File: src/rtl/usb3_pkg.sv
// usb3_pkg: shared FSM state type and default sizing
// for the FTDI USB3 receive burst interface.
package usb3_pkg;

  localparam int USB3_DATA_W     = 32;
  localparam int USB3_SKID_DEPTH = 4;
  localparam int USB3_MAX_BURST  = 256;

  typedef enum logic [1:0] {
    IDLE    = 2'd0,
    OE_WAIT = 2'd1,
    READ    = 2'd2
  } usb3_state_e;

endpackage

File: src/rtl/usb3_skid_fifo.sv
// usb3_skid_fifo: small power-of-2 FIFO absorbing the
// words captured after the read strobe is withdrawn.
module usb3_skid_fifo
  import usb3_pkg::*;
#(
  parameter int WIDTH = 36,
  parameter int DEPTH = USB3_SKID_DEPTH
) (
  input  logic                   clk_i,
  input  logic                   rst_ni,
  input  logic                   push_i,
  input  logic [WIDTH-1:0]       data_i,
  input  logic                   pop_i,
  output logic [WIDTH-1:0]       data_o,
  output logic                   full_o,
  output logic                   empty_o,
  output logic [$clog2(DEPTH):0] count_o
);

  localparam int AW  = $clog2(DEPTH);
  localparam int AW1 = AW + 1;
  localparam logic [AW:0] FULL_CNT = AW1'(DEPTH);

  logic [WIDTH-1:0] mem_q [DEPTH];
  logic [AW-1:0]    wp_q, rp_q;
  logic [AW:0]      cnt_q;
  logic             do_push, do_pop;

  assign empty_o = (cnt_q == '0);
  assign full_o  = (cnt_q == FULL_CNT);
  assign count_o = cnt_q;
  assign data_o  = mem_q[rp_q];

  // a pop frees the slot in the same cycle, so full+pop still accepts
  assign do_pop  = pop_i & ~empty_o;
  assign do_push = push_i & (~full_o | do_pop);

  always_ff @(posedge clk_i) begin
    if (do_push) mem_q[wp_q] <= data_i;
  end

  always_ff @(posedge clk_i or negedge rst_ni) begin
    if (!rst_ni) begin
      wp_q  <= '0;
      rp_q  <= '0;
      cnt_q <= '0;
    end else begin
      if (do_push) wp_q <= wp_q + 1'b1;
      if (do_pop)  rp_q <= rp_q + 1'b1;
      cnt_q <= cnt_q + {{AW{1'b0}}, do_push}
                     - {{AW{1'b0}}, do_pop};
    end
  end

endmodule

File: src/rtl/usb3_rx_burst_if.sv
// usb3_rx_burst_if: FTDI 245-style synchronous read burst
// engine feeding a downstream FIFO through a skid buffer.
module usb3_rx_burst_if
  import usb3_pkg::*;
#(
  parameter int DATA_W     = USB3_DATA_W,
  parameter int BE_W       = DATA_W / 8,
  parameter int SKID_DEPTH = USB3_SKID_DEPTH,
  parameter int MAX_BURST  = USB3_MAX_BURST
) (
  input  logic              ftdi_clk,
  input  logic              reset_n,
  input  logic              FT_RXF,
  output logic              FT_OE,
  output logic              FT_RD,
  input  logic [DATA_W-1:0] usb3_data_in,
  input  logic [BE_W-1:0]   usb3_be_in,
  output logic              fifo_wr,
  output logic [DATA_W-1:0] fifo_data,
  output logic [BE_W-1:0]   fifo_be,
  input  logic              fifo_full,
  output logic [31:0]       word_count,
  output logic              overflow_err
);

  localparam int CW  = $clog2(SKID_DEPTH) + 1;
  localparam int BCW = $clog2(MAX_BURST + 1);
  localparam int EW  = DATA_W + BE_W;
  localparam logic [CW-1:0]  MARK = CW'(SKID_DEPTH - 2);
  localparam logic [BCW-1:0] BMAX = BCW'(MAX_BURST);

  usb3_state_e       state_q, state_d;
  logic              oe_q, rd_q;
  logic [BCW-1:0]    burst_q, burst_d;
  logic [31:0]       wcnt_q;
  logic              ovf_q;
  logic              wr_q;
  logic [DATA_W-1:0] data_q;
  logic [BE_W-1:0]   be_q;

  logic              cap, push, pop;
  logic              sk_full, sk_empty;
  logic [CW-1:0]     occ;
  logic [EW-1:0]     sk_out;

  assign cap  = ~rd_q & ~FT_RXF;
  assign push = cap & (|usb3_be_in);
  assign pop  = ~sk_empty & ~fifo_full;

  usb3_skid_fifo #(
    .WIDTH (EW),
    .DEPTH (SKID_DEPTH)
  ) u_skid (
    .clk_i   (ftdi_clk),
    .rst_ni  (reset_n),
    .push_i  (push),
    .data_i  ({usb3_be_in, usb3_data_in}),
    .pop_i   (pop),
    .data_o  (sk_out),
    .full_o  (sk_full),
    .empty_o (sk_empty),
    .count_o (occ)
  );

  always_comb begin
    state_d = state_q;
    burst_d = burst_q;
    unique case (state_q)
      IDLE: begin
        burst_d = '0;
        if (!FT_RXF && occ <= MARK && !fifo_full)
          state_d = OE_WAIT;
      end
      OE_WAIT: state_d = READ;
      READ: begin
        if (cap && burst_q != BMAX)
          burst_d = burst_q + 1'b1;
        // exit-edge capture still lands: skid keeps 2 spare slots
        if (FT_RXF || burst_d == BMAX || occ >= MARK)
          state_d = IDLE;
      end
      default: state_d = IDLE;
    endcase
  end

  always_ff @(posedge ftdi_clk or negedge reset_n) begin
    if (!reset_n) begin
      state_q <= IDLE;
      oe_q    <= 1'b1;
      rd_q    <= 1'b1;
      burst_q <= '0;
    end else begin
      state_q <= state_d;
      oe_q    <= (state_d == IDLE);
      rd_q    <= (state_d != READ);
      burst_q <= burst_d;
    end
  end

  always_ff @(posedge ftdi_clk or negedge reset_n) begin
    if (!reset_n) begin
      wr_q   <= 1'b0;
      data_q <= '0;
      be_q   <= '0;
      wcnt_q <= '0;
      ovf_q  <= 1'b0;
    end else begin
      wr_q <= pop;
      if (pop) {be_q, data_q} <= sk_out;
      if (push) wcnt_q <= wcnt_q + 32'd1;
      if (push && sk_full && !pop) ovf_q <= 1'b1;
    end
  end

  assign FT_OE        = oe_q;
  assign FT_RD        = rd_q;
  assign fifo_wr      = wr_q;
  assign fifo_data    = data_q;
  assign fifo_be      = be_q;
  assign word_count   = wcnt_q;
  assign overflow_err = ovf_q;

endmodule
File: config.mk
export PLATFORM = sky130hd
export DESIGN_NAME = usb3_rx_burst_if
export DESIGN_NICKNAME = d
export VERILOG_FILES = /design/src/rtl/usb3_pkg.sv /design/src/rtl/usb3_skid_fifo.sv /design/src/rtl/usb3_rx_burst_if.sv
export SDC_FILE = /design/constraint.sdc
export NUM_CORES = 1
export LEC_CHECK = 0
export CAP_MARGIN = 20
export CELL_PAD_IN_SITES_DETAIL_PLACEMENT = 0
export CELL_PAD_IN_SITES_GLOBAL_PLACEMENT = 1
export CORE_MARGIN = 2
export CORE_UTILIZATION = 50
export DETAILED_ROUTE_END_ITERATION = 8
export GPL_ROUTABILITY_DRIVEN = 0
export PLACE_DENSITY = 0.79
export SLEW_MARGIN = 5
export SYNTH_ARGS = -nofsm -noshare
export SYNTH_HDL_FRONTEND = slang
export SYNTH_SLANG_ARGS = --single-unit
export TNS_END_PERCENT = 50
File: constraint.sdc
create_clock -name ftdi_clk -period 4.1 [get_ports ftdi_clk]
set_input_delay 0.41 -clock ftdi_clk [delete_from_list [all_inputs] [get_ports ftdi_clk]]
set_output_delay 0.41 -clock ftdi_clk [all_outputs]
set_load 0.005 [all_outputs]
==> metrics.md, run 1 <==
| Metric | Value |
|---|---|
| Run status | `finished with violations` |
| Violated checks | `negative hold slack` |
| Leading cell types in the layout, fill and taps excluded | `edfxtp_1, clkdlybuf4s50_1, dfrtp_1` |
| # DRC | `0` |
| P_int | `5.00 mW` |
| Number of antenna violations at the first check in global routing | `0` |
| Worst slew slack as a fraction of its limit | `0.385` |
| Multi-input gate area | `2530 sq um` |
| Post-Syn Instances | `522` |
| Post-route fraction of the period consumed by the critical path | `0.652` |
| Filler-free cell count of the finished design | `897` |
| CP startpoint kind | `input pin` |
| Top Ports | `112` |
| Number of violations reported at the end of detailed-routing iteration 0 | `approximately 340` |
| Number of global-route vias before repair | `5,138` |
| Leakage | `4.19 nW` |
| Clock tree from TritonCTS | `done` |
| Most common cell after layout, fill and taps aside | `edfxtp_1` |
| Utilization after layout | `0.630` |
| Routed length per instance | `19.0 microns` |
| Finished layout cell area | `11,400 sq um` |
| CTS sink count | `between 200 and 250` |
| Arrival time at the worst endpoint | `2.87 ns` |
| Area added between synthesis and finish | `23.3%` |
| Total routed wirelength | `17,000 microns` |
| Horizontal die dimension | `roughly 140 microns` |
| Crit-path cells | `clkdlybuf4s50_1 -> nor3_2 -> buf_4 -> inv_1 -> a31oi_1 -> and2_2 -> buf_4` |
| TritonCTS buffer count | `24` |
| Maximum operating frequency | `374 MHz` |
| Final setup TNS | `0 ns` |
| Global route overflow | `0` |
| Initial core utilization | `0.511` |
| Clock Latency Late Sink | `between 0.5 and 0.6 ns` |
| Transition at the pin with the smallest max-transition slack | `0.923 ns` |
| Count of antenna diodes in the layout | `0` |
| Port Buffers | `111` |
| Data required time at the worst endpoint | `4.29 ns` |
| Distinct cells, synth | `between 40 and 50` |
| Post_cts resized | `0` |
| Fin Hold WS | `-0.0104 ns` |
| Crit. End Element | `register` |
| Ratio of total power to cell area | `591 nW/um^2` |
| Total of fill cells in the finished design | `1,278` |
| # rows | `49` |
| Unrepaired setup endpoints after global routing | `false` |
| Switch share | `0.255` |
| Post-CTS Repair Setup Buffers | `0` |
| Max-Cap Viols | `0` |
| Largest buffer count on any clock path | `3` |
| Proportion of register bits with asynchronous set or reset after synthesis | `0.385` |
| Via/cell ratio | `roughly 5.4` |
| Largest net degree at the start of global routing | `65` |
| Synth warnings | `0` |
| Std-Cell Core Area | `roughly 18,000 sq um` |
| Dominant cell type by count on the critical path | `buf_4` |
| Net switching power figure | `1.71 mW` |
| Clock input transition at the sequential cells of the worst setup and hold paths | `0.06 ns` |
| Average instance area after synthesis | `between 15 and 20 sq um` |
| Detail Route Antenna Nets | `0` |
| Number of enable-type register cells in the synthesized netlist | `~140` |
| Combined area of all synthesized cells | `9220 sq um` |
| Total half-perimeter wirelength after legalization and detailed placement | `around 11,000 microns` |
| 1st-pass router iterations | `4` |
| Cell area after placement | `10,600 sq um` |
| Type of the setup path with the least slack | `in2reg` |
| Pre-CTS setup slack | `0.876 ns` |
| IR drop worst, VDD | `0.483 mV` |
| Register area share after synthesis | `0.714` |
| Primary flip-flop cell chosen by synthesis mapping | `edfxtp_1` |
| Logic gate share of total power | `0.230` |
| Share of total power in the clock network | `0.302` |
| Number of nets in the synthesized netlist | `574` |
| Setup ws final | `approximately 1.4 ns` |
| Final worst clock skew | `0.00829 ns` |
| Net count, final | `702` |
| FF+latch count, synth | `234` |
| Power after layout | `between 6 and 7 mW` |
| Vertical extent of the die | `140 microns` |
| Final count of hold timing violations | `2` |
| Share of layout cells above drive strength 1 | `0.202` |
| Crit path time final | `2.67 ns` |
| Reg area | `approximately 6600 sq um` |
| Placed cells | `approximately 850` |
| Wire length of the first global-routing pass | `28,000 microns` |
| Final setup violation count | `0` |
| Clock tree root buffer cell | `clkbuf_16` |
| Number of max-slew violations in the final report | `0` |
| Maximum net fanout on the critical path | `19` |
| Hold buffers post-CTS | `0` |
| Combined global-route utilization of all metal layers | `0.179` |
| CTS HTree Levels | `1` |
| Critical-path cell with the highest stage delay | `and2_2` |
| Crit-path max cell delay | `~0.61 ns` |
| Worst Hold Class | `in2async` |
| DIE AREA | `between 15,000 and 20,000 sq um` |
| Vias | `4,860` |
| Reg power frac | `0.468` |
## critical path, delay by kind of cell
kind | cells | cell delay, ns
buffers and inverters | 4 | 1.17
AND/OR/NAND/NOR | 2 | 0.82
AO/OA/AOI/OAI | 1 | 0.46
## registers in the layout (all words and copies together), names as in the netlist
register and flops:
fifo_be 4, fifo_data 32, burst_q 9, u_skid.mem_q 144
u_skid.rp_q 2, overflow_err 1, u_skid.wp_q 2, state_q 2
FT_OE 1, FT_RD 1, word_count 32, u_skid.count_o 3
fifo_wr 1
## metal layers
layer,share of wire,global-route usage,wire (microns)
met4,0.021,0.0442,352
met3,0.063,0.0409,1070
met5,0,0,0
met2,0.48,0.293,8150
met1,0.44,0.248,7460
## cell type report
type,count,share of cell area
Sequential cell,234,0.579
Multi-Input combinational cell,259,0.223
Timing Repair Buffer,119,0.103
Clock buffer,34,0.0606
Tap cell,229,0.0252
Clock inverter,10,0.00518
Inverter,12,0.00397
## path summary, 6_finish.rpt
| kind | from | cells after the start | slack (ns) | to |
|---|---|---|---|---|
| max | FT_RXF | 7 | 1.43 | u_skid.mem_q[0][12]$_DFFE_PP_ |
| min | reset_n | 1 | -0.01 | word_count[28]$_DFFE_PN0P_ |
| max reg2reg | FT_RD$_DFF_PN1_ | 6 | 1.52 | u_skid.mem_q[0][12]$_DFFE_PP_ |
| min reg2reg | word_count[31]$_DFFE_PN0P_ | 1 | 0.49 | word_count[31]$_DFFE_PN0P_ |
| max in group asynchronous | reset_n | 2 | 3.22 | fifo_data[28]$_DFFE_PN0P_ |
| min in group ftdi_clk | word_count[31]$_DFFE_PN0P_ | 1 | 0.49 | word_count[31]$_DFFE_PN0P_ |
## synthesized netlist by cell type, types with 3 or more instances
cell	count	area share
nand2b_1	4	0.0027
nor2b_1	5	0.0034
inv_1	12	0.0049
dfrtp_1	88	0.24
xor2_1	11	0.010
mux4_2	36	0.088
nand2_1	33	0.013
nor3_1	3	0.0016
buf_2	5	0.0027
ha_1	11	0.015
o21ai_0	8	0.0043
a21o_1	6	0.0049
and2_1	4	0.0027
nand4_1	11	0.0075
o31ai_1	6	0.0049
nor2_1	14	0.0057
mux2_2	37	0.045
and3_1	4	0.0027
edfxtp_1	144	0.47
xnor2_1	27	0.026
clkbuf_1	10	0.0041
nand3_1	12	0.0065
and4_1	4	0.0038
## power groups by stage
stage	sequential (mW)	clock [mW]	combinational [mW]
CTS	3.15	2.08	1.58
floorplan	3.03	0	0.956
finish	3.14	2.03	1.55
global placement	3.18	0	1.54
global route	3.20	2.17	1.67
detailed placement	3.19	0	1.57
## cell families after synthesis
| logic type | count (synthesis) | synth area share |
|---|---|---|
| xor+xnor | 38 | 0.0361 |
| buf+inv | 29 | 0.0133 |
| simple gates | 106 | 0.0623 |
| fa+ha+maj | 12 | 0.0171 |
| flops | 234 | 0.714 |
| compound gates | 30 | 0.0242 |
| mux | 73 | 0.133 |
Power figures use the tool's default switching activity.
==> run 2: changes to the inputs <==
--- a/config.mk
+++ b/config.mk
@@ -9,10 +9,10 @@
 export CELL_PAD_IN_SITES_DETAIL_PLACEMENT = 0
 export CELL_PAD_IN_SITES_GLOBAL_PLACEMENT = 1
 export CORE_MARGIN = 2
-export CORE_UTILIZATION = 50
+export CORE_UTILIZATION = 47
 export DETAILED_ROUTE_END_ITERATION = 8
 export GPL_ROUTABILITY_DRIVEN = 0
-export PLACE_DENSITY = 0.79
+export PLACE_DENSITY = 0.75
 export SLEW_MARGIN = 5
 export SYNTH_ARGS = -nofsm -noshare
 export SYNTH_HDL_FRONTEND = slang
==> constraint.sdc (replaced) <==
create_clock -name ftdi_clk -period 2.5 [get_ports ftdi_clk]
set_input_delay 0.25 -clock ftdi_clk [delete_from_list [all_inputs] [get_ports ftdi_clk]]
set_output_delay 0.25 -clock ftdi_clk [all_outputs]
set_load 0.005 [all_outputs]
==> metrics.md, run 2 (synthesis results as in run 1) <==
| Metric | Value |
|---|---|
| Run status | `finished clean (was finished with violations)` |
| Logic gate share of total power | `0.248 (was 0.230)` |
| Largest buffer count on any clock path | `3 (unchanged)` |
| Final setup TNS | `0 ns (unchanged)` |
| Share of layout cells above drive strength 1 | `0.215 (was 0.202)` |
| Largest net degree at the start of global routing | `51 (was 65)` |
| P_int | `8.42 mW (was 5.00 mW)` |
| Maximum operating frequency | `441 MHz` |
| Reg power frac | `0.444 (was 0.468)` |
| Top Ports | `112 (unchanged)` |
| Share of total power in the clock network | `0.308 (was 0.302)` |
| Setup crit start | `burst_q[0]$_DFFE_PN0P_ (was FT_RXF)` |
| Crit path time final | `around 2.3 ns` |
| Crit-path cells | `inv_1 -> ha_1 -> nor2b_1 -> a311oi_2 -> o21ai_0 -> o41ai_2 -> nor2b_1 (was clkdlybuf4s50_1 -> nor3_2 -> buf_4 -> inv_1 -> a31oi_1 -> and2_2 -> buf_4)` |
| Worst Hold Class | `in2async (unchanged)` |
| Critical register-to-register path startpoint | `burst_q[0]$_DFFE_PN0P_ (was FT_RD$_DFF_PN1_)` |
| Wire length of the first global-routing pass | `27,800 microns (was 28,000 microns)` |
| Total half-perimeter wirelength after legalization and detailed placement | `11,200 microns (about the same)` |
| Clock Latency Late Sink | `0.50 ns (was 0.51 ns)` |
| Type of the setup path with the least slack | `reg2reg (was in2reg)` |
| Combined global-route utilization of all metal layers | `0.175 (was 0.179)` |
| Count of antenna diodes in the layout | `0 (unchanged)` |
| # rows | `51 (was 49)` |
| Port Buffers | `111 (unchanged)` |
| Clock input transition at the sequential cells of the worst setup and hold paths | `0.06 ns (about the same)` |
| Number of global-route vias before repair | `5,131 (was 5,138)` |
| Switch share | `0.251 (was 0.255)` |
| Dominant cell type by count on the critical path | `nor2b_1 (was buf_4)` |
| Unrepaired setup endpoints after global routing | `false (unchanged)` |
| Critical-path cell with the highest stage delay | `a311oi_2 (was and2_2)` |
| Std-Cell Core Area | `19,300 sq um (was 18,000 sq um)` |
| Worst slew slack as a fraction of its limit | `0.629 (was 0.385)` |
| CTS sink count | `234 (unchanged)` |
| Setup ws final | `0.235 ns (was 1.43 ns)` |
| Largest register FFs | `144 (unchanged)` |
| IR drop worst, VDD | `0.534 mV (was 0.483 mV)` |
| Biggest register | `u_skid.mem_q (unchanged)` |
| Vertical extent of the die | `144 microns (was 140 microns)` |
| CTS HTree Levels | `1 (unchanged)` |
| DIE AREA | `20,700 sq um (was 19,500 sq um)` |
| Leakage | `4.29 nW (was 4.19 nW)` |
| Detail Route Antenna Nets | `0 (unchanged)` |
| Area added between synthesis and finish | `26.1% (was 23.3%)` |
| Number of violations reported at the end of detailed-routing iteration 0 | `268 (was 338)` |
| 1st-pass router iterations | `4 (unchanged)` |
| Crit-path max cell delay | `0.50 ns (was 0.61 ns)` |
| Net count, final | `713 (was 702)` |
| Initial core utilization | `0.477 (was 0.511)` |
| Vias | `4,920 (was 4,860)` |
| Post-route fraction of the period consumed by the critical path | `0.906` |
| Pre-CTS setup slack | `0.161 ns (was 0.876 ns)` |
| Routed length per instance | `18.4 microns (was 19.0 microns)` |
| Via/cell ratio | `5.21 (was 5.42)` |
| Horizontal die dimension | `144 microns (was 140 microns)` |
| Transition at the pin with the smallest max-transition slack | `0.557 ns (was 0.923 ns)` |
| Net switching power figure | `2.82 mW (was 1.71 mW)` |
| Most common cell after layout, fill and taps aside | `edfxtp_1 (unchanged)` |
| Post-CTS Repair Setup Buffers | `0 (unchanged)` |
| Clock tree root buffer cell | `clkbuf_16 (unchanged)` |
| CP startpoint kind | `register (was input pin)` |
| Clock tree from TritonCTS | `done (unchanged)` |
| Final worst clock skew | `0.00978 ns (was 0.00829 ns)` |
| Max-Cap Viols | `0 (unchanged)` |
| Data required time at the worst endpoint | `2.94 ns (was 4.29 ns)` |
| Arrival time at the worst endpoint | `2.70 ns (was 2.87 ns)` |
| Total routed wirelength | `17,300 microns (was 17,000 microns)` |
| Ratio of total power to cell area | `967 nW/um^2 (was 591 nW/um^2)` |
| Fin Hold WS | `0.278 ns (was -0.0104 ns)` |
| Maximum net fanout on the critical path | `8 (was 19)` |
| Number of max-slew violations in the final report | `0 (unchanged)` |
| Global route overflow | `0 (unchanged)` |
| Crit. End Element | `register (unchanged)` |
| Number of antenna violations at the first check in global routing | `2 (was 0)` |
| Final setup violation count | `0 (unchanged)` |
| Final count of hold timing violations | `0 (was 2)` |
| # DRC | `0 (unchanged)` |
| Leading cell types in the layout, fill and taps excluded | `edfxtp_1, clkdlybuf4s50_1, dfrtp_1 (unchanged)` |
| TritonCTS buffer count | `24 (unchanged)` |
## run 2: cell count changes in the layout (fill, tap and decap cells not counted), sizes merged
cell,change
buf,+10
bufinv,+1
clkbuf,-1
clkinv,+1
clkinvlp,-1
dlygate4sd3,+1
## run 2: timing repair
item,CTS,global route
gates resized for setup,0,0
setup endpoints to repair,0,0
hold endpoints to repair,40,0
hold buffers,1,0
## run 2: metal layers
layer  part of all wire  global-route usage  routed length [microns]  vias up
met3              0.058              0.0354                     1010       26
met1               0.45               0.247                     7760     2479
met5             0.0016                   0                       27        -
li1                   -                   -                        -     2265
met2               0.48               0.286                     8340      146
met4              0.012              0.0392                      203        4
## run 2: metrics by stage
| stage | power (mW) | instances | area [sq um] | util |
|---|---|---|---|---|
| 2_1_floorplan | 6.54 | 522 | 9220 | - |
| 3_3_place_gp | 7.84 | 899 | 10800 | 0.560 |
| 3_5_place_dp | 7.90 | 899 | 10800 | 0.560 |
| 4_1_cts | 11.4 | 944 | 11600 | 0.601 |
| 5_1_grt | 11.8 | 944 | 11600 | 0.601 |
| 6_report | 11.2 | 944 | 11600 | 0.601 |
## run 2: critical path: cells and delay by family, from the launching register on
family                     cells  cell delay, ns
AOI/OAI and AO/OA              3            1.13
DFF                            1            0.46
and+or+nand+nor                2            0.33
adders and majority gates      1            0.21
buffers and inverters          1            0.07
## run 2: final cells by class
cell class	instances	area (sq um)
timing repair buffer	130	1350
clock inverter	11	73.8
sequential	234	6580
multi-input combinational	259	2530
inverter	12	45.0
tap	265	332
clock buffer	33	706
fill	1433	7710
## run 2: worst paths after layout
kind,to,slack (ns),cells after the start
max,FT_OE$_DFF_PN1_,0.23,7
min,word_count[30]$_DFFE_PN0P_,0.28,2
max reg2reg,FT_OE$_DFF_PN1_,0.23,7
min reg2reg,word_count[31]$_DFFE_PN0P_,0.48,1
max in group asynchronous,FT_OE$_DFF_PN1_,1.48,3
min in group ftdi_clk,u_skid.mem_q[3][22]$_DFFE_PP_,0.38,1
## run 2: power groups by stage
| stage | clock network [mW] | registers (mW) | logic, mW |
|---|---|---|---|
| after CTS | 3.55 | 5.00 | 2.86 |
| after detailed placement | 0 | 5.07 | 2.83 |
| after global routing | 3.72 | 5.07 | 3.04 |
| final | 3.46 | 4.99 | 2.79 |
| after floorplan | 0 | 4.98 | 1.57 |
| after global placement | 0 | 5.05 | 2.79 |
==> run 3: changes to the inputs <==
--- a/config.mk
+++ b/config.mk
@@ -12,6 +12,7 @@
 export CORE_UTILIZATION = 47
 export DETAILED_ROUTE_END_ITERATION = 8
 export GPL_ROUTABILITY_DRIVEN = 0
+export MAX_ROUTING_LAYER = met4
 export PLACE_DENSITY = 0.75
 export SLEW_MARGIN = 5
 export SYNTH_ARGS = -nofsm -noshare
==> metrics.md, run 3 (synthesis results as in run 1) <==
| Metric | Value |
|---|---|
| Run status | `finished clean (unchanged)` |
| Worst path buffer plus inverter count | `1 (unchanged)` |
| Combined global-route utilization of all metal layers | `0.181 (was 0.175)` |
| Maximum operating frequency | `443 MHz (was 441 MHz)` |
| Crit. End Element | `register (unchanged)` |
| Share of layout cells above drive strength 1 | `0.215 (unchanged)` |
| Number of violations reported at the end of detailed-routing iteration 0 | `234 (was 268)` |
| Top Ports | `112 (unchanged)` |
| Number of max-slew violations in the final report | `0 (unchanged)` |
| Post-route fraction of the period consumed by the critical path | `0.904 (was 0.906)` |
| Biggest register | `u_skid.mem_q (unchanged)` |
| Vertical extent of the die | `144 microns (unchanged)` |
| Worst slew slack as a fraction of its limit | `0.629 (about the same)` |
| Placed cells | `899 (unchanged)` |
| Total half-perimeter wirelength after legalization and detailed placement | `11,200 microns (unchanged)` |
| Data required time at the worst endpoint | `2.93 ns (was 2.94 ns)` |
| Std-Cell Core Area | `19,300 sq um (unchanged)` |
| GRT met3 Usage | `0.0341 (was 0.0354)` |
| Gr busiest metal | `met2 (unchanged)` |
| Reg area | `6580 sq um (unchanged)` |
| Ratio of total power to cell area | `966 nW/um^2 (was 967 nW/um^2)` |
| 1st-pass router iterations | `4 (unchanged)` |
| Total of fill cells in the finished design | `1,434 (was 1,433)` |
| Crit-path cells | `inv_1 -> ha_1 -> nor2b_1 -> a311oi_2 -> o21ai_0 -> o41ai_2 -> nor2b_1 (unchanged)` |
| Net count, final | `713 (unchanged)` |
| Crit path time final | `2.26 ns (was 2.27 ns)` |
| CTS sink count | `234 (unchanged)` |
| Pre-CTS setup slack | `0.161 ns (unchanged)` |
| Clock tree root buffer cell | `clkbuf_16 (unchanged)` |
| Max-Cap Viols | `0 (unchanged)` |
| CTS HTree Levels | `1 (unchanged)` |
| Unrepaired setup endpoints after global routing | `false (unchanged)` |
| # DRC | `0 (unchanged)` |
| Horizontal die dimension | `144 microns (unchanged)` |
| Setup ws final | `0.240 ns (was 0.235 ns)` |
| Critical-path cell with the highest stage delay | `a311oi_2 (unchanged)` |
| DIE AREA | `20,700 sq um (unchanged)` |
| Routed length per instance | `18.3 microns (was 18.4 microns)` |
| Clock input transition at the sequential cells of the worst setup and hold paths | `0.06 ns (about the same)` |
| Final worst clock skew | `0.00811 ns (was 0.00978 ns)` |
| Maximum net fanout on the critical path | `8 (unchanged)` |
| Port Buffers | `111 (unchanged)` |
| Final setup violation count | `0 (unchanged)` |
| Global route overflow | `0 (unchanged)` |
| # rows | `51 (unchanged)` |
| Via/cell ratio | `5.18 (was 5.21)` |
| Met1 Use GR | `0.250 (was 0.247)` |
| Crit-path max cell delay | `0.49 ns (was 0.50 ns)` |
| Final setup TNS | `0 ns (unchanged)` |
| Arrival time at the worst endpoint | `2.69 ns (was 2.70 ns)` |
| Number of antenna violations at the first check in global routing | `2 (unchanged)` |
| Clock Latency Late Sink | `0.50 ns (about the same)` |
| TritonCTS buffer count | `24 (unchanged)` |
| Met2 GRT Util | `0.284 (was 0.286)` |
| Leading cell types in the layout, fill and taps excluded | `edfxtp_1, clkdlybuf4s50_1, dfrtp_1 (unchanged)` |
| Largest buffer count on any clock path | `3 (unchanged)` |
| Detail Route Antenna Nets | `0 (unchanged)` |
| Largest net degree at the start of global routing | `51 (unchanged)` |
| Initial core utilization | `0.477 (unchanged)` |
| Area added between synthesis and finish | `26.2% (was 26.1%)` |
| Filler-free cell count of the finished design | `946 (was 944)` |
| Leakage | `4.29 nW (about the same)` |
| Worst R2R Setup Slack | `0.24 ns (was 0.23 ns)` |
| Kind of cell adding the most delay to the critical path | `compound AO/OA/AOI/OAI gates (unchanged)` |
| Vias | `4,904 (was 4,920)` |
| Transition at the pin with the smallest max-transition slack | `0.557 ns (about the same)` |
| Total routed wirelength | `17,400 microns (was 17,300 microns)` |
| Number of global-route vias before repair | `5,121 (was 5,131)` |
| Final count of hold timing violations | `0 (unchanged)` |
| Largest register FFs | `144 (unchanged)` |
| Wire length of the first global-routing pass | `27,900 microns (was 27,800 microns)` |
| CP startpoint kind | `register (unchanged)` |
| Dominant cell type by count on the critical path | `nor2b_1 (unchanged)` |
| Most common cell after layout, fill and taps aside | `edfxtp_1 (unchanged)` |
| Type of the setup path with the least slack | `reg2reg (unchanged)` |
| Clock tree from TritonCTS | `done (unchanged)` |
| Multi-input gate area | `2530 sq um (unchanged)` |
| IR drop worst, VDD | `0.534 mV (about the same)` |
| Worst Hold Class | `in2async (unchanged)` |
## run 3: final timing paths
kind,depth (start not counted),to,start
worst max-delay path,7,FT_OE$_DFF_PN1_,burst_q[0]$_DFFE_PN0P_
worst min-delay path,2,word_count[30]$_DFFE_PN0P_,reset_n
worst max register to register,7,FT_OE$_DFF_PN1_,burst_q[0]$_DFFE_PN0P_
worst min register to register,1,word_count[31]$_DFFE_PN0P_,word_count[31]$_DFFE_PN0P_
max in group asynchronous,3,FT_OE$_DFF_PN1_,reset_n
min in group ftdi_clk,1,u_skid.mem_q[3][22]$_DFFE_PP_,usb3_data_in[22]
## run 3: stage by stage
stage	cell area, sq um	hold slack, ns	power [mW]	utilization
after floorplan	9220	-0.0456	6.54	-
after global placement	10800	0.268	7.84	0.560
after detailed placement	10800	0.277	7.90	0.560
after CTS	11600	0.290	11.4	0.601
after global routing	11600	0.311	11.8	0.601
final	11600	0.277	11.2	0.601
## run 3: worst reg2reg max path, cell delays in order (launching register included)
cell and delay (ns):
dfrtp_1 0.46, inv_1 0.07, ha_1 0.21, nor2b_1 0.14, a311oi_2 0.49, o21ai_0 0.20, o41ai_2 0.43, nor2b_1 0.19
## run 3: final cells by class
cell class,count,share of cell area
Sequential cell,234,0.566
Multi-Input combinational cell,259,0.218
Timing Repair Buffer,130,0.116
Clock buffer,33,0.0607
Tap cell,265,0.0285
Clock inverter,11,0.00635
Inverter,12,0.00387
Antenna cell,2,0.000430
## run 3: power by group
group	switching, mW	total (mW)	internal (mW)
Clock	1.39	3.45	2.07
Combinational	1.07	2.79	1.72
Sequential	0.358	4.99	4.64
Total	2.81	11.2	8.42
## run 3: repair_timing
action,CTS,global route
hold buffers,1,0
gates resized for setup,0,0
setup buffers,0,0
endpoints found under the hold margin,40,0
## run 3: metal layers
layer | up-vias | wire, microns
met3 | 23 | 941
li1 | 2269 | -
met2 | 136 | 8420
met1 | 2476 | 7800
met5 | - | 0
met4 | 0 | 195
